==> config.mk <==
export PLATFORM = sky130hd
export DESIGN_NAME = weight_bank
export DESIGN_NICKNAME = d
export VERILOG_FILES = /design/src/rtl/weight_bank.sv
export SDC_FILE = /design/constraint.sdc
export NUM_CORES = 1
export LEC_CHECK = 0
export ABC_AREA = 1
export CAP_MARGIN = 10
export CORE_ASPECT_RATIO = 2
export CORE_UTILIZATION = 50
export DETAILED_ROUTE_END_ITERATION = 10
export PLACE_DENSITY = 0.8
export SYNTH_ARGS = -nofsm -noshare
export SYNTH_HDL_FRONTEND = slang
export SYNTH_SLANG_ARGS = --single-unit
==> constraint.sdc <==
create_clock -name clk -period 2.7 [get_ports clk]
set_input_delay 0.54 -clock clk [delete_from_list [all_inputs] [get_ports clk]]
set_output_delay 0.54 -clock clk [all_outputs]
set_load 0.02 [all_outputs]
==> src/rtl/weight_bank.sv <==
// weight_bank: a small bank of NUM_W signed weights.
// An init pass loads INIT_VAL into every weight in one cycle.
// An update pass accepts one delta per weight, in index order, through a
// valid/ready handshake.
// Compile-time option WEIGHT_BANK_SAT_EN: when defined, updates that overflow
// clamp to the signed range and set sat_flag. When undefined, updates wrap in
// two's complement and sat_flag stays 0.
//
// state  | meaning
// IDLE   | waiting for init_start / upd_start
// UPD    | accepting deltas, one per weight, index 0 .. NUM_W-1
// DONE   | single-cycle completion pulse, then back to IDLE
module weight_bank #(
    parameter int                        NUM_W    = 4,
    parameter int                        DATA_W   = 16,
    parameter int                        FRAC_W   = 10,
    parameter logic [NUM_W*DATA_W-1:0]   INIT_VAL = {NUM_W{16'h0533}}
) (
    input  logic                         clk,
    input  logic                         reset,
    input  logic                         init_start,
    input  logic                         upd_start,
    input  logic [DATA_W-1:0]            dw_in,
    input  logic                         dw_valid,
    output logic                         dw_ready,
    output logic [NUM_W*DATA_W-1:0]      w_flat,
    output logic                         busy,
    output logic                         done,
    output logic                         sat_flag
);

    localparam int IDX_W = (NUM_W > 1) ? $clog2(NUM_W) : 1;
    localparam logic [IDX_W-1:0] LAST_IDX = IDX_W'(NUM_W - 1);

    // The fixed-point format is carried for documentation only; the
    // arithmetic does not depend on it, but it must fit inside a word.
    if (FRAC_W < 0 || FRAC_W >= DATA_W) begin : g_frac_check
        $error("weight_bank: FRAC_W must lie in [0, DATA_W-1]");
    end

    typedef enum logic [1:0] {
        S_IDLE = 2'd0,
        S_UPD  = 2'd1,
        S_DONE = 2'd2
    } state_t;

    state_t             state_q, state_d;
    logic [DATA_W-1:0]  w_q [NUM_W];
    logic [DATA_W-1:0]  w_d [NUM_W];
    logic [IDX_W-1:0]   idx_q, idx_d;
    logic [DATA_W-1:0]  cur_w;
    logic [DATA_W-1:0]  upd_val;
    logic               xfer;

    assign cur_w = w_q[idx_q];
    assign xfer  = (state_q == S_UPD) && dw_valid;

`ifdef WEIGHT_BANK_SAT_EN
    localparam logic [DATA_W-1:0] W_MAX = {1'b0, {(DATA_W-1){1'b1}}};
    localparam logic [DATA_W-1:0] W_MIN = {1'b1, {(DATA_W-1){1'b0}}};

    logic [DATA_W:0]    sum_wide;
    logic               ovf;
    logic               sat_q, sat_d;

    // One extra bit of headroom. Overflow shows up as a disagreement
    // between the top two bits of the sum, and the top bit gives the
    // direction of the clamp.
    assign sum_wide = {cur_w[DATA_W-1], cur_w} + {dw_in[DATA_W-1], dw_in};
    assign ovf      = sum_wide[DATA_W] ^ sum_wide[DATA_W-1];
    assign upd_val  = !ovf ? sum_wide[DATA_W-1:0]
                           : (sum_wide[DATA_W] ? W_MIN : W_MAX);
    assign sat_flag = sat_q;
`else
    // Wrap mode: the low DATA_W bits of the widened sum equal a plain
    // DATA_W-bit add.
    assign upd_val  = cur_w + dw_in;
    assign sat_flag = 1'b0;
`endif

    for (genvar k = 0; k < NUM_W; k++) begin : g_flat
        assign w_flat[k*DATA_W +: DATA_W] = w_q[k];
    end

    // State register
    always_ff @(posedge clk or negedge reset) begin
        if (!reset) state_q <= S_IDLE;
        else        state_q <= state_d;
    end

    // Next-state logic; start requests are only looked at in IDLE
    always_comb begin
        state_d = state_q;
        case (state_q)
            S_IDLE: begin
                if (init_start)     state_d = S_DONE;
                else if (upd_start) state_d = S_UPD;
            end
            S_UPD: begin
                if (dw_valid && idx_q == LAST_IDX) state_d = S_DONE;
            end
            S_DONE:  state_d = S_IDLE;
            default: state_d = S_IDLE;
        endcase
    end

    // Output decode from the registered state
    always_comb begin
        busy     = (state_q != S_IDLE);
        done     = (state_q == S_DONE);
        dw_ready = (state_q == S_UPD);
    end

    // Datapath next values: init load, pass start, per-transfer update
    always_comb begin
        w_d   = w_q;
        idx_d = idx_q;
`ifdef WEIGHT_BANK_SAT_EN
        sat_d = sat_q;
`endif
        if (state_q == S_IDLE) begin
            if (init_start) begin
                for (int k = 0; k < NUM_W; k++) begin
                    w_d[k] = INIT_VAL[k*DATA_W +: DATA_W];
                end
                idx_d = '0;
`ifdef WEIGHT_BANK_SAT_EN
                sat_d = 1'b0;
`endif
            end else if (upd_start) begin
                idx_d = '0;
`ifdef WEIGHT_BANK_SAT_EN
                sat_d = 1'b0;
`endif
            end
        end else if (xfer) begin
            w_d[idx_q] = upd_val;
            idx_d      = (idx_q == LAST_IDX) ? '0 : idx_q + IDX_W'(1);
`ifdef WEIGHT_BANK_SAT_EN
            sat_d      = sat_q | ovf;
`endif
        end
    end

    // Datapath registers; reset clears every weight and the index
    always_ff @(posedge clk or negedge reset) begin
        if (!reset) begin
            for (int k = 0; k < NUM_W; k++) begin
                w_q[k] <= '0;
            end
            idx_q <= '0;
`ifdef WEIGHT_BANK_SAT_EN
            sat_q <= 1'b0;
`endif
        end else begin
            w_q   <= w_d;
            idx_q <= idx_d;
`ifdef WEIGHT_BANK_SAT_EN
            sat_q <= sat_d;
`endif
        end
    end

endmodule

## After elaboration in Yosys (flattened, before gate mapping)

Index checks and enable logic that the tools add are counted.

| operators by class | value |
|---|---|
| add/subtract/negate cells | 2 |
| multipliers | 0 |
| div/mod/pow operators | 0 |
| $lt $le $gt $ge | 2 |
| equality and inequality tests | 6 |
| shifts and indexed selects | 0 |
| muxes and demuxes | 18 |
| bitwise operators | 1 |
| reduce and logical (&&, ||, !) cells | 9 |

Operator list:

| operator | number |
|---|---|
| two-way mux 64 bit | 3 |
| bitwise mux 64 bit | 1 |
| two-way mux 16 bit | 3 |
| binary-select mux 16 bit (select 2 bit) | 1 |
| demux 16 bit (select 2 bit) | 1 |
| adder 16 bit | 1 |
| two-way mux 2 bit | 8 |
| AND reduction 2 bit | 3 |
| == test 2 bit, second input constant | 2 |
| one-hot mux 2 bit (2 select lines) | 1 |
| nonzero test 2 bit | 2 |
| greater-or-equal comparator 3 bit, second input constant | 1 |
| logical AND 1 bit | 3 |
| less-than comparator 3 x 1 -> 1 bit, second input constant | 1 |
| inequality test 3 bit, second input constant | 1 |
| inverter 2 -> 3 bit | 1 |
| adder 2 x 1 -> 2 bit, second input constant | 1 |
| == test 2 x 1 -> 1 bit, second input constant | 1 |
| logical NOT 2 bit | 1 |
| inequality test 2 x 1 -> 1 bit, second input constant | 1 |
| inequality test 2 bit, second input constant | 1 |

| word-level totals | value |
|---|---|
| flip-flop bits (word level) | 68 |
| bits in latches | 0 |
| RAM bits | 0 |
| bits in read-only memories | 0 |
| input bits | 21 |
| output and inout port bits | 68 |
| word-level logic and storage cells | 44 |
| memories | 0 |

## Longest topological paths before layout

| logic depth | value |
|---|---|
| word-level depth | 8 |
| depth in mapped cells | 15 |
| gate-level depth less buffers | 14 |

## Worst setup path after synthesis

OpenSTA, ideal clock, no wires.

| path | value |
|---|---|
| path type | register to register |
| start point | reg idx_q[0] |
| end point | reg w_q, in the netlist w_flat[12] |
| library setup time | 0.118 ns |
| data arrival time | 2.212 ns |
| data required time | 2.582 ns |
| path slack | 0.370 ns |
| stages on the path, launching flop included | 13 |
| period minus slack after synthesis | 2.330 ns |
| path through | dfrtp_1 clkinv_1 clkbuf_1 nor2_1 o22ai_1 ha_1 fa_1 nand3_1 nand3_1 nand3_1 nand4_1 nand3_1 nand2_1 |

| on the way | value |
|---|---|
| word-level cells in the longest chain between the ends | 8 |
| elaborated cells on any way between the ends | 13 |
| classes of those cells | 1 x add/sub; 2 x order compare; 8 x mux; 1 x bitwise; 1 x reduce/logical |

RTL lines:

| element | RTL line | source |
|---|---|---|
| start, declared | 50 | `logic [IDX_W-1:0] idx_q, idx_d;` |
| start signal, assigned | 157 | `idx_q <= idx_d;` |
| inverter 2 -> 3 bit (not written as such) * | 55, 137 |  |
| binary-select mux 16 bit (select 2 bit) (tied with other cells) | 55 | `assign cur_w = w_q[idx_q];` |
| two-way mux 16 bit (not written as such) / logical AND 1 bit (equally long branches) | 55, 137 |  |
| two-way mux 16 bit (on tied branches) | 55, 137 |  |
| adder 16 bit / demux 16 bit (select 2 bit) (equally long branches) | 77, 137 |  |
| bitwise mux 64 bit * | 137 | `w_d[idx_q] = upd_val;` |
| two-way mux 64 bit * | 136 | `end else if (xfer) begin` |
| two-way mux 64 bit * | 121 | `if (state_q == S_IDLE) begin` |
| end signal, assigned | 156 | `w_q <= w_d;` |
| end, declared | 48 | `logic [DATA_W-1:0] w_q [NUM_W];` |

Every way passes the cells marked *; elsewhere a longest branch is shown, timed or not. The select of a mux whose other input is x is not followed.
A chain may end at the register's enable or synchronous reset.

## Worst setup path after layout

| path | value |
|---|---|
| start point | reg idx_q[1] |
| end point | reg w_q, in the netlist w_flat[38] |

Same word-level chain as after synthesis.

==> flow_summary.toml <==
[status]
outcome = "finished clean"

[logic_synthesis]
synthArstFlopShare = 1.00
synth.net_count = 622
ys_seq_area_frac = 0.411
synth_cell_types = 34
syn_area_per_cell_um2 = 7.12
syn_area_um2 = 4140
synth_seq_cells = 68
synth_edf_count = 0
synthCells = 581
synth_warnings = 0
synth_ff_type = "dfrtp_1"

[power]
seqPwrFrac = 0.218
intPower_mw = 3.76
clockPowerShare = 0.143
netSwitchingFraction = 0.506
power_switching_mw = 3.86
ir_worst_vdd_uv = 764
power_density_nw_per_um2 = 1380
pwr-share-comb = 0.639
p_leak_nw = 2.72

[routing]
wire_per_inst_um = 17.7
drc = 0
routed_wl_mm = 13.9
dr.pass1.iters = 6
first_iter_violations = 464
viasPerCell = 5.74
ant_nets = 0
num_vias = 4488

[timing]
setup_viol = 0
slew_headroom = 0.559
post-route-min-period_ns = 2.57
slew_violations = 0
worstMarginPinSlew_ns = 0.662
rsz0062_at_grt = "yes"
skew_ns = 0.00735
max_freq_ghz = 0.389
fin_crit_sh = 0.952
hold_viol = 0
finalSetupTns_ns = 0

[cells_and_area]
fin_cells = 782
nets = 722
final_common_cell = "nand2_1"
area_growth_pct = 33.5
diodes = 0
layout-drive-gt1-share = 0.0831
fin_area_um2 = 5520
mostFrequentLayoutCells = "nand2_1, clkdlybuf4s50_1, inv_1, dfrtp_1, nand3_1"

[clock_network]
clock_sinks = 68
path_clk_slew_ns = 0.06
cts_made_buffers = 9
htreeDepth = 3
hold_buffers = 0
cts_tree = "built"
root_buffer = "clkbuf_16"
clock_latency_ns = 0.33
clockBufferDepth = 2

[global_route]
gr-total-overflow = 0
grt_pass1_vias = 4440
grt_max_degree = 43
grt_pass1_wl_mm = 21.8
antenna_found_initial = 0
grtUsageTotal = 0.344

[flow_run]
max-cap-violations = 0

[worst_setup_path]
cp_max_fo = 14
required_ns = 2.90
cp-start-kind = "register"
rrSetupSlack_ns = 0.13
critical_path_class = "register to register"
cp.arrival_ns = 2.77
crit_path_end_kind = "register"

[hold_path]
hold_path.class = "input pin to async pin"

[floorplan]
core_um2 = 7940
dieArea_um2 = 8660
rows = 46
initial_utilization = 0.521
die_h_um = 131
die_w_um = 66.3
boundaryPins = 89

[placement]
place_area_um2 = 5200
hpwl_mm = 9.81
portBuffers = 87
placed_cells = 763
gp_congestion = 1.01
critical path, cell delays in order, from the launching register on:
cell     delay, ns
dfrtp_1       0.38
inv_1         0.23
buf_12        0.19
o21ai_0       0.09
o22ai_1       0.25
ha_1          0.33
buf_4         0.16
nand2_1       0.07
nor2_2        0.04
nand2_1       0.06
nand3_1       0.12
xnor2_1       0.38
o21ai_0       0.14
synthesized netlist by cell type, types with 2 or more instances:
library cell  count  area share
nor3_1            2      0.0024
xor2_1            3      0.0064
dfrtp_1          68        0.41
o21ai_1           3      0.0036
nor2_1           50       0.045
o21ai_0          47       0.057
nand4_1           4      0.0060
or2_2             7       0.011
nand3_1          55       0.067
buf_4             2      0.0036
a21oi_1           9       0.011
nor2_4            2      0.0054
inv_2             2      0.0018
nand2_1         185        0.17
clkbuf_1          8      0.0073
inv_1            72       0.065
ha_1             19       0.057
o22ai_1          19       0.029
buf_2             7      0.0085
xnor2_1           2      0.0042
or2_1             2      0.0030
flip-flops by register name, indices dropped and copies added (netlist names):
| name | cells |
|---|---|
| idx_q | 2 |
| w_flat | 64 |
| state_q | 2 |
per-stage QoR:
step / hold WS, ns / utilization / setup slack (ns) / power (mW)
after floorplan: 0.244 / - / 0.370 / 4.52
final: 0.233 / 0.695 / 0.129 / 7.62
after detailed placement: 0.495 / 0.655 / 0.167 / 6.30
after CTS: 0.247 / 0.690 / 0.220 / 7.42
after global placement: 0.487 / 0.655 / 0.196 / 6.20
after global routing: 0.275 / 0.695 / -0.0314 / 8.14
final cells by class:
type,count,area (µm²)
multi-input cells,420,2090
well taps,96,120
clock inverters,6,38.8
repair buffers,106,1050
fillers,684,2420
inverters,76,288
flip-flops and latches,68,1700
clock buffers,10,239
layer usage:
metal,vias to the layer above,track usage,routed length [µm]
met5,-,0,0
met4,0,0.200,632
met3,54,0.0642,1010
met2,272,0.606,7460
met1,2095,0.376,4770
li1,2067,-,-
power groups by stage:
stage | clock, mW | sequential (mW) | combinational (mW)
after global placement | 0 | 1.65 | 4.55
after floorplan | 0 | 1.96 | 2.55
after CTS | 1.09 | 1.65 | 4.67
after detailed placement | 0 | 1.67 | 4.63
final | 1.09 | 1.66 | 4.87
after global routing | 1.14 | 1.69 | 5.31
cells by family (layout without fill, tap and decap cells):
group	count (synthesis)	in the layout	synth area share
other	1	1	0.000907
XOR/XNOR	5	5	0.0106
flip-flops	68	68	0.411
AND/OR/NAND/NOR	310	310	0.312
adder cells (fa/ha/maj)	20	20	0.0623
AO/OA/AOI/OAI	84	84	0.114
buffers and inverters	93	198	0.0889
final timing paths:
kind	cells after the start	startpoint	endpoint
worst min-delay path	1	reset	w_flat[23]
max in group asynchronous	2	reset	w_flat[45]
min in group clk	2	w_flat[43]	w_flat[43]
worst min register to register	2	w_flat[43]	w_flat[43]
worst max-delay path	12	idx_q[1]	w_flat[38]
worst max register to register	12	idx_q[1]	w_flat[38]
repair_timing:
action / 4_1_cts / 5_1_grt
gates resized for setup: 0 / 6
endpoints found under the setup margin: 0 / 16
endpoints found under the hold margin: 0 / 0
setup buffers: 0 / 3
(Power assumes the default switching activity.)
